<file path="src/rtl/riscv_bpred_pkg.sv">
// Shared types for the fetch-stage branch predictor: counter encodings,
// table entry layout and init/run FSM states.
package riscv_bpred_pkg;

  localparam int unsigned BPRED_TAG_BITS = 8;
  localparam int unsigned BPRED_XLEN     = 32;

  localparam logic [1:0] CNT_SNT = 2'b00;
  localparam logic [1:0] CNT_WNT = 2'b01;
  localparam logic [1:0] CNT_WT  = 2'b10;
  localparam logic [1:0] CNT_ST  = 2'b11;

  typedef struct packed {
    logic                      valid;
    logic [BPRED_TAG_BITS-1:0] tag;
    logic [1:0]                cnt;
    logic [BPRED_XLEN-1:0]     target;
  } bpred_entry_t;

  typedef enum logic {
    INIT,
    RUN
  } bpred_state_e;

endpackage

</file>
<file path="src/rtl/riscv_sat_counter2.sv">
// Combinational 2-bit saturating counter step: +1 on taken, -1 otherwise.
module riscv_sat_counter2
  import riscv_bpred_pkg::*;
(
  input  logic [1:0] cnt,
  input  logic       taken,
  output logic [1:0] cnt_next
);

  always_comb begin
    cnt_next = cnt;
    if (taken) begin
      if (cnt != CNT_ST) cnt_next = cnt + 2'd1;
    end else begin
      if (cnt != CNT_SNT) cnt_next = cnt - 2'd1;
    end
  end

endmodule

</file>
<file path="src/rtl/riscv_branch_predictor.sv">
// Direct-mapped BHT+BTB predictor with execute-stage training, redirect
// generation and an init sweep. Optional perf counters: RISCV_BPRED_STATS_EN.
module riscv_branch_predictor
  import riscv_bpred_pkg::*;
#(
  parameter int unsigned IDX_BITS = 6,
  parameter int unsigned TAG_BITS = 8,
  parameter int unsigned XLEN     = 32
) (
  input  logic            clk_i,
  input  logic            rst_ni,
  input  logic            flush_i,
  output logic            ready_o,
  input  logic [XLEN-1:0] fetch_pc_i,
  output logic            pred_hit_o,
  output logic            pred_taken_o,
  output logic [XLEN-1:0] pred_target_o,
  input  logic            upd_valid_i,
  input  logic [XLEN-1:0] upd_pc_i,
  input  logic            upd_taken_i,
  input  logic [XLEN-1:0] upd_target_i,
  input  logic            upd_pred_taken_i,
  input  logic [XLEN-1:0] upd_pred_target_i,
  output logic            mispredict_o,
  output logic [XLEN-1:0] redirect_pc_o,
  output logic [31:0]     stat_lookups_o,
  output logic [31:0]     stat_hits_o,
  output logic [31:0]     stat_mispredicts_o
);

  localparam int unsigned ENTRIES = 1 << IDX_BITS;

  // The entry struct is sized by the package; other widths cannot be stored.
  if (TAG_BITS != BPRED_TAG_BITS || XLEN != BPRED_XLEN) begin : g_bad_cfg
    $error("riscv_branch_predictor: TAG_BITS/XLEN must match riscv_bpred_pkg");
  end

  bpred_state_e        state_q;
  logic [IDX_BITS-1:0] idx_cnt_q;
  logic                ready_q;
  bpred_entry_t        table_q [ENTRIES];

  logic [IDX_BITS-1:0] f_idx, u_idx;
  logic [TAG_BITS-1:0] f_tag, u_tag;
  bpred_entry_t        f_entry, u_entry, u_new;
  logic                u_hit, upd_write;
  logic [1:0]          cnt_next;
  logic [XLEN-1:0]     pc_plus4, actual_pc, predicted_pc;
  logic                unused_bits;

  assign f_idx   = fetch_pc_i[IDX_BITS+1:2];
  assign f_tag   = fetch_pc_i[IDX_BITS+TAG_BITS+1:IDX_BITS+2];
  assign u_idx   = upd_pc_i[IDX_BITS+1:2];
  assign u_tag   = upd_pc_i[IDX_BITS+TAG_BITS+1:IDX_BITS+2];
  assign f_entry = table_q[f_idx];
  assign u_entry = table_q[u_idx];

  assign unused_bits = ^{fetch_pc_i[XLEN-1:IDX_BITS+TAG_BITS+2],
                         fetch_pc_i[1:0], f_entry.cnt[0]};

  assign ready_o       = ready_q;
  assign pred_hit_o    = ready_q && f_entry.valid && (f_entry.tag == f_tag);
  assign pred_taken_o  = pred_hit_o && f_entry.cnt[1];
  assign pred_target_o = pred_hit_o ? f_entry.target : '0;

  riscv_sat_counter2 u_sat_counter (
    .cnt      (u_entry.cnt),
    .taken    (upd_taken_i),
    .cnt_next (cnt_next)
  );

  assign u_hit     = u_entry.valid && (u_entry.tag == u_tag);
  assign upd_write = upd_valid_i && !flush_i && (u_hit || upd_taken_i);

  always_comb begin
    u_new        = u_entry;
    u_new.valid  = 1'b1;
    u_new.tag    = u_tag;
    u_new.cnt    = u_hit ? cnt_next : CNT_WT;
    u_new.target = upd_taken_i ? upd_target_i : u_entry.target;
  end

  assign pc_plus4      = upd_pc_i + XLEN'(4);
  assign actual_pc     = upd_taken_i ? upd_target_i : pc_plus4;
  assign predicted_pc  = upd_pred_taken_i ? upd_pred_target_i : pc_plus4;
  assign mispredict_o  = upd_valid_i && (actual_pc != predicted_pc);
  assign redirect_pc_o = upd_valid_i ? actual_pc : '0;

  always_ff @(posedge clk_i) begin
    if (!rst_ni) begin
      state_q   <= INIT;
      idx_cnt_q <= '0;
      ready_q   <= 1'b0;
    end else begin
      case (state_q)
        INIT: begin
          if (flush_i) begin
            idx_cnt_q <= '0;
          end else if (idx_cnt_q == IDX_BITS'(ENTRIES - 1)) begin
            idx_cnt_q <= '0;
            state_q   <= RUN;
            ready_q   <= 1'b1;
          end else begin
            idx_cnt_q <= idx_cnt_q + 1'b1;
          end
        end
        RUN: begin
          if (flush_i) begin
            idx_cnt_q <= '0;
            state_q   <= INIT;
            ready_q   <= 1'b0;
          end
        end
        default: begin
          state_q <= INIT;
          ready_q <= 1'b0;
        end
      endcase
    end
  end

  // Table storage has no reset; validity is established by the sweep.
  always_ff @(posedge clk_i) begin
    if (rst_ni) begin
      if (state_q == INIT) begin
        table_q[idx_cnt_q].valid <= 1'b0;
      end else if (upd_write) begin
        table_q[u_idx] <= u_new;
      end
    end
  end

`ifdef RISCV_BPRED_STATS_EN
  logic [31:0] lookups_q, hits_q, mispredicts_q;

  always_ff @(posedge clk_i) begin
    if (!rst_ni) begin
      lookups_q     <= '0;
      hits_q        <= '0;
      mispredicts_q <= '0;
    end else if (state_q == RUN) begin
      if (lookups_q != '1) lookups_q <= lookups_q + 32'd1;
      if (pred_hit_o && hits_q != '1) hits_q <= hits_q + 32'd1;
      if (mispredict_o && mispredicts_q != '1) mispredicts_q <= mispredicts_q + 32'd1;
    end
  end

  assign stat_lookups_o     = lookups_q;
  assign stat_hits_o        = hits_q;
  assign stat_mispredicts_o = mispredicts_q;
`else
  assign stat_lookups_o     = '0;
  assign stat_hits_o        = '0;
  assign stat_mispredicts_o = '0;
`endif

endmodule

</file>
<file path="config.mk">
export PLATFORM = sky130hd
export DESIGN_NAME = riscv_branch_predictor
export DESIGN_NICKNAME = d
export VERILOG_FILES = /design/src/rtl/riscv_bpred_pkg.sv /design/src/rtl/riscv_sat_counter2.sv /design/src/rtl/riscv_branch_predictor.sv
export SDC_FILE = /design/constraint.sdc
export NUM_CORES = 2
export LEC_CHECK = 0
export BUFFER_PORTS_ARGS = -buffer_cell sky130_fd_sc_hd__buf_2
export CORE_ASPECT_RATIO = 1.2
export CORE_MARGIN = 3
export CORE_UTILIZATION = 63
export CTS_CLUSTER_DIAMETER = 80
export CTS_CLUSTER_SIZE = 12
export DETAILED_ROUTE_END_ITERATION = 6
export PLACE_DENSITY_LB_ADDON = 0.05
export SYNTH_ARGS = -nofsm -noshare
export SYNTH_HDL_FRONTEND = slang
export SYNTH_HIERARCHICAL = 1
export SYNTH_SLANG_ARGS = --single-unit
export TNS_END_PERCENT = 20
</file>
<file path="constraint.sdc">
create_clock -name clk_i -period 10.67 [get_ports clk_i]
set_input_delay 0.5335 -clock clk_i [delete_from_list [all_inputs] [get_ports clk_i]]
set_output_delay 0.5335 -clock clk_i [all_outputs]
set_load 0.005 [all_outputs]
</file>
After elaboration in Yosys (flattened, before gate mapping)
Memory sizes are Yosys's and may differ from the RTL's. Cells that the tools add are included. W data, S select, Z words.

Input bits: 134. Flip-flop bits (word level): 8. Memories kept: 1. RAM bits: 2752. Output and inout bits: 164. Logic and storage cells: 60.

Bitwise gates (word level): 1. Reductions and logical operators: 12. Eq/ne operators: 8. Mux-type cells: 31. Add/sub/neg operators: 4.

Memory list: table_q (words 64, bits a word 43, rd ports 2, clocked after memory_dff 0, write ports 1, line riscv_branch_predictor.sv:41) `bpred_entry_t table_q [ENTRIES];`.

Operator list (count): $mux W32 (5); $mux W43 (1); $reduce_or A43 Y1 (1); $add A32 B3 Y32 const B (1); $ne A32 B32 Y1 (1); $mux W6 (4); $eq A8 B8 Y1 (2); $mux W1 (13); $pmux W6 S2 (1); $mux W2 (5); $ne A2 B2 Y1 const B (4); $logic_and A1 B1 Y1 (7); $add A6 B1 Y6 const B (1); $eq A6 B6 Y1 const B (1); $pmux W1 S2 (2); $reduce_and A3 Y1 (1); $add A2 B1 Y2 const B (1); $reduce_bool A2 Y1 (1); $sub A2 B1 Y2 const B (1); $logic_not A1 Y1 (1); $logic_or A1 B1 Y1 (1); $not A1 Y1 (1).

Longest topological paths before layout
An unclocked memory read counts as a cell.

Depth after elaboration: 11. Gate-level depth with buffers: 18. Depth with buffers taken out: 11.

Cells and area by module
The synthesis kept the hierarchy.

Modules (own cells, without submodules): riscv_branch_predictor (cells an instance 6137, area an instance 130782.9 sq um, instances 1); riscv_sat_counter2 (cells an instance 3, area an instance 26.3 sq um, instances 1).

Least setup slack after synthesis
OpenSTA, ideal clock, no wires.

Kind: input port to flip-flop. From: input upd_pc_i[3]. To: memory table_q[40][0] in the netlist's numbering, enable pin. Path slack: 2950 ps. Data arrival time: 7174 ps. Setup time: 546 ps. Required time: 10124 ps. Stages on the path: 14. Cell sequence: buf_6 > buf_8 > buf_6 > buf_2 > mux4_2 > a221oi_1 > o31a_1 > o2bb2ai_1 > xor2_1 > nor3_2 > a22oi_4 > buf_2 > buf_2 > nor4_1.

Word-level cells in the longest chain between the ends: 11.

RTL lines: from (decl) (line riscv_branch_predictor.sv:19) `input logic [XLEN-1:0] upd_pc_i,`; $mem_v2 Z64 W43; $eq A8 B8 Y1 (line riscv_branch_predictor.sv:72) `assign u_hit = u_entry.valid && (u_entry.tag == u_tag);`; $logic_and A1 B1 Y1 (line riscv_branch_predictor.sv:72); $logic_or A1 B1 Y1 (line riscv_branch_predictor.sv:73) `assign upd_write = upd_valid_i && !flush_i && (u_hit || upd_taken_i);`; $logic_and A1 B1 Y1 (line riscv_branch_predictor.sv:73); $mux W1 (line riscv_branch_predictor.sv:127) `end else if (upd_write) begin`; $mux W1 (line riscv_branch_predictor.sv:125) `if (state_q == INIT) begin`; $mux W1 (line riscv_branch_predictor.sv:124) `if (rst_ni) begin`; $mux W1 (implied by the code) (line riscv_branch_predictor.sv:128) `table_q[u_idx] <= u_new;`; $reduce_or A43 Y1 (no source line); $mux W6 (no source line) / $mux W2 (equally long branches); to (decl) (line riscv_branch_predictor.sv:41).

Several ways; a longest one is shown, not always the timed one.

Worst setup path in the final report
From: input fetch_pc_i[2]. To: output pred_target_o[31].

Word-level cells in the longest chain between the ends: 4.

RTL lines: from (decl) (line riscv_branch_predictor.sv:14) `input logic [XLEN-1:0] fetch_pc_i,`; $mem_v2 Z64 W43 (*); $eq A8 B8 Y1 / $logic_and A1 B1 Y1 (equally long branches) (line riscv_branch_predictor.sv:62) `assign pred_hit_o = ready_q && f_entry.valid && (f_entry.tag == f_tag);`; $logic_and A1 B1 Y1 (line riscv_branch_predictor.sv:62); $mux W32 (*) (line riscv_branch_predictor.sv:64) `assign pred_target_o = pred_hit_o ? f_entry.target : '0;`; to (decl) (line riscv_branch_predictor.sv:17) `output logic [XLEN-1:0] pred_target_o,`.

Every way passes the cells marked *; elsewhere a longest branch is shown, timed or not.

==> impl_summary.md <==
Logic synthesis
The XOR/XNOR share of the synthesized area is 0.00741. The synthesized-area fraction occupied by ao, oa, aoi and oai cells came to 0.0165. After synthesis, the mean cell area works out to 21.3 um^2. The post-synthesis instance area is 131000 um^2.

The adder and majority cell fraction of the synthesized area is 0.000363. The main combinational cell family by area after synthesis is multiplexers. Of the post-synthesis cell area, the part taken by muxes is 0.300.

The primary flip-flop cell chosen by synthesis mapping is edfxtp_1. The number of storage elements in the synthesis netlist is 2760. Of all flip-flops after synthesis, the portion carrying an async set or reset was 0.

The cell count after synthesis is 6140. Synthesis instantiated 80 different standard cells from the library. The share of the Yosys chip area taken by registers is 0.633. For this run, the number of Yosys warnings is 6. The synthesized design contains 2752 enable-type register cells. Of the total synthesized cell area, the portion taken by AND, OR, NAND and NOR gates is 0.0202.

Drt
The number of nets with antenna violations after routing is 0. In the routed layout, each cell is associated on average with a via count of 8.05. For this block, the initial DRC count from the detailed router was 12.1k. The via total after detailed routing is 73.7k. The final routed DRC violation total is 13.

Dividing the detail-routed wire length by the instance count gives 45.3 um. The first-pass iteration count of the detailed router is 7. The total wirelength of the detailed-routed design is 415 mm.

Power and ir drop
The internal portion of the total power is 16900 uW. The leakage power is 0.0506 uW. The sequential power share is 0.546. In this run the power density over the cells is 150 nW/um^2. IR analysis of the VDD net gives a maximum drop of 0.204 mV.

The switching part of the total power is 0.213. The clock group share of total power is 0.402. In this run the power spent charging and discharging nets is 4580 uW. The relative contribution of combinational cells to total power is 0.051.

Setup path
The kind of capture point of the worst setup path is an output port. The category of the most critical setup path is in2out. STA classifies the critical path startpoint as an input pin. The endpoint arrival time on the critical path is 6.57 ns. Data on the critical path is required at its endpoint by 10.14 ns. The largest fanout on the critical path is 72.

Final layout
The area taken by multi-input logic gates is 46300 um^2. The combined flip-flop and latch cell area is 82800 um^2. The count of fill cells added during filler insertion is 12.4k.

Measured on the finished design, the core utilization comes to 0.696. The share of layout cells above drive strength 1 is 0.403. The final-stage net count is 6510. From synthesis to final layout, the design area changed by 9.44%. The final non-filler cell total is 9161.

Placed design
The wire-length estimate of the detail-placed layout is 231 mm. The number of placed instances with taps included is 8841. The placer congestion estimate is 0.968. The number of buffer cells added on primary ports is 183.

Floorplan
In this run the core area contains 182 standard-cell rows. The overall die height is 505 um. The floorplan die area is 213000 um^2.

298 I/O pins were placed. The initial utilization of the core area, before any placement, comes to 0.636. The die is 422 um wide. The core box area is 206000 um^2.

Timing
Timing would allow up to 141 MHz. Headroom to the max-slew limit came out at 0.122. The total count of hold-check failures in the final report is 0. Setup repair after global routing left no endpoint under its margin.

The slew of the pin with the lowest slew margin is 1.28 ns. The total setup violations reported at the end of the flow is 0. The clock period could shrink to 7.10 ns.

The final-report max-slew violation count is 0. The setup skew after layout is 0.0566 ns. After routing, the total negative slack on setup checks comes to 0 ns.

In the finished design, the share of the clock period the worst path needs comes to 0.666.

Global route
Entering global routing, the biggest net connects 150 pins. The global routing usage summed across all routing layers is 0.395. The via count of the first global-routing pass is 73.7k. The sum of overflow across all layers after global routing is 0. The initial antenna violation count came to 19.

The first global-routing pass estimated 576 mm of wire.

Clock network
The H-tree depth is 5. The register clock-pin slew on the reported worst setup and hold paths is 0.06 ns. The total CTS buffers is 280. The buffer count from post-CTS setup fixing is 0. TritonCTS built the clock tree. The TritonCTS sink count is 2760.

The buffer depth of the longest clock path is 4. Clock latency on the worst-skew pair, taken at its later pin, is 0.96 ns. The tree is rooted in a clkbuf_16. The total of cells resized after clock tree synthesis is 0.

Status
The flow ran to the end, but the final reports show violations. The checks that failed: design-rule violations.

Worst hold path
The class of the most critical hold timing path is in2reg.

Flow run
The count of maximum capacitance violations is 0.
-- cell usage after synthesis, types with 10 or more instances --
library cell  count  area, um^2
o221ai_1         14         123
xnor2_1          66         578
or2_2            11        68.8
buf_1           124         465
o22ai_1          34         213
a31oi_1          11        68.8
nor2_1          128         480
nand3_1          40         200
a21oi_1          76         380
xor2_1           42         368
buf_2            77         385
buf_4           112         841
nor4_1           25         156
and3_1           29         181
edfxtp_1       2752       82600
nand2_1         151         567
clkbuf_1        248         931
a211oi_1         29         218
mux4_2         1685       37900
mux2_2           22         248
nor2b_1          34         213
o21ai_0          40         200
and2_1           24         150
buf_6            18         203
nand4_1          12        75.1
nor3_1           49         245
inv_1            14        52.6
a22oi_1          22         165
o21a_1           10        75.1
mux2i_1         108        1080
-- through the flow --
stage	worst slack (ns)	hold slack [ns]	cell area (um^2)	power, uW
finish	3.57	0.106	143000	21500
global route	3.28	0.130	143000	22000
CTS	3.55	0.0464	143000	21500
detailed placement	3.05	0.538	136000	13100
global placement	2.96	0.551	136000	13100
floorplan	2.95	0.520	131000	12700
-- path summary, 6_finish.rpt --
kind                   from                end  slack (ns)  cells past startpoint
max           fetch_pc_i[2]  pred_target_o[31]        3.57                     13
max reg2reg  table_q[8][40]    table_q[15][31]        4.49                     12
min                 flush_i       idx_cnt_q[5]        0.11                      3
min reg2reg    idx_cnt_q[5]       idx_cnt_q[5]        0.62                      2
-- flip-flops by register name, summed over array words and instances, names as in the netlist --
| name | cells |
|---|---|
| ready_o | 1 |
| idx_cnt_q | 6 |
| state_q | 1 |
| table_q | 2752 |
-- cell type report --
| type | count | area share |
|---|---|---|
| clock buffers | 292 | 0.0503 |
| diodes | 9 | 0.000157 |
| inverters | 18 | 0.000559 |
| well taps | 2760 | 0.0241 |
| clock inverters | 8 | 0.000656 |
| repair buffers | 437 | 0.0225 |
| flip-flops and latches | 2760 | 0.578 |
| multi-input cells | 2877 | 0.323 |
-- cells by family (layout without fill, tap and decap cells) --
family	count (synthesis)	in the layout
muxes	1816	1816
adders and majority gates	4	4
buffers and inverters	598	755
DFF	2760	2760
AOI/OAI and AO/OA	311	311
xor gates and xnor gates	109	109
and+or+nand+nor	541	541
other	1	105
-- cell usage in the layout, fill, tap and decap left out, types with 29 or more instances in the layout --
cell,instances
a211oi_1,29
a21oi_1,44
a21oi_4,32
and3_1,29
buf_2,172
buf_4,229
clkbuf_16,287
conb_1,96
edfxtp_1,2752
mux2i_1,108
mux4_2,1685
nand2_1,151
nand3_1,40
nor2_1,101
nor2b_1,33
nor3_2,34
o21ai_0,40
o22ai_1,34
xnor2_1,65
xor2_1,42
-- critical path: stages --
cell and delay (ns):
buf_8 0.54, buf_4 0.79, mux4_2 0.63, mux4_2 0.50
mux4_2 0.62, xnor2_1 0.19, nand4_1 0.16, nor4_4 0.31
buf_4 0.46, nand2_2 0.06, buf_4 0.31, a211oi_1 0.95
buf_2 0.27
-- power by group through the flow --
stage | registers, uW | logic, uW | clock network, uW
finish | 11700 | 1100 | 8650
global route | 11700 | 1150 | 9110
CTS | 11700 | 1090 | 8710
detailed placement | 12000 | 1090 | 0
global placement | 12000 | 1100 | 0
floorplan | 12000 | 770 | 0
-- metal layers --
layer  wire [um]  global-route usage  vias up
met5         120                   0        -
li1            -                   -    27100
met4       25800               0.205       18
met2      196000               0.601     6034
met1      135000               0.520    39400
met3       57900               0.127     1159
-- timing repair --
| item | CTS | global route |
|---|---|---|
| setup endpoints to repair | 0 | 0 |
| hold buffers | 2 | 0 |
| hold endpoints to repair | 2 | 0 |
Note: power is estimated with default switching activity, not from simulation.
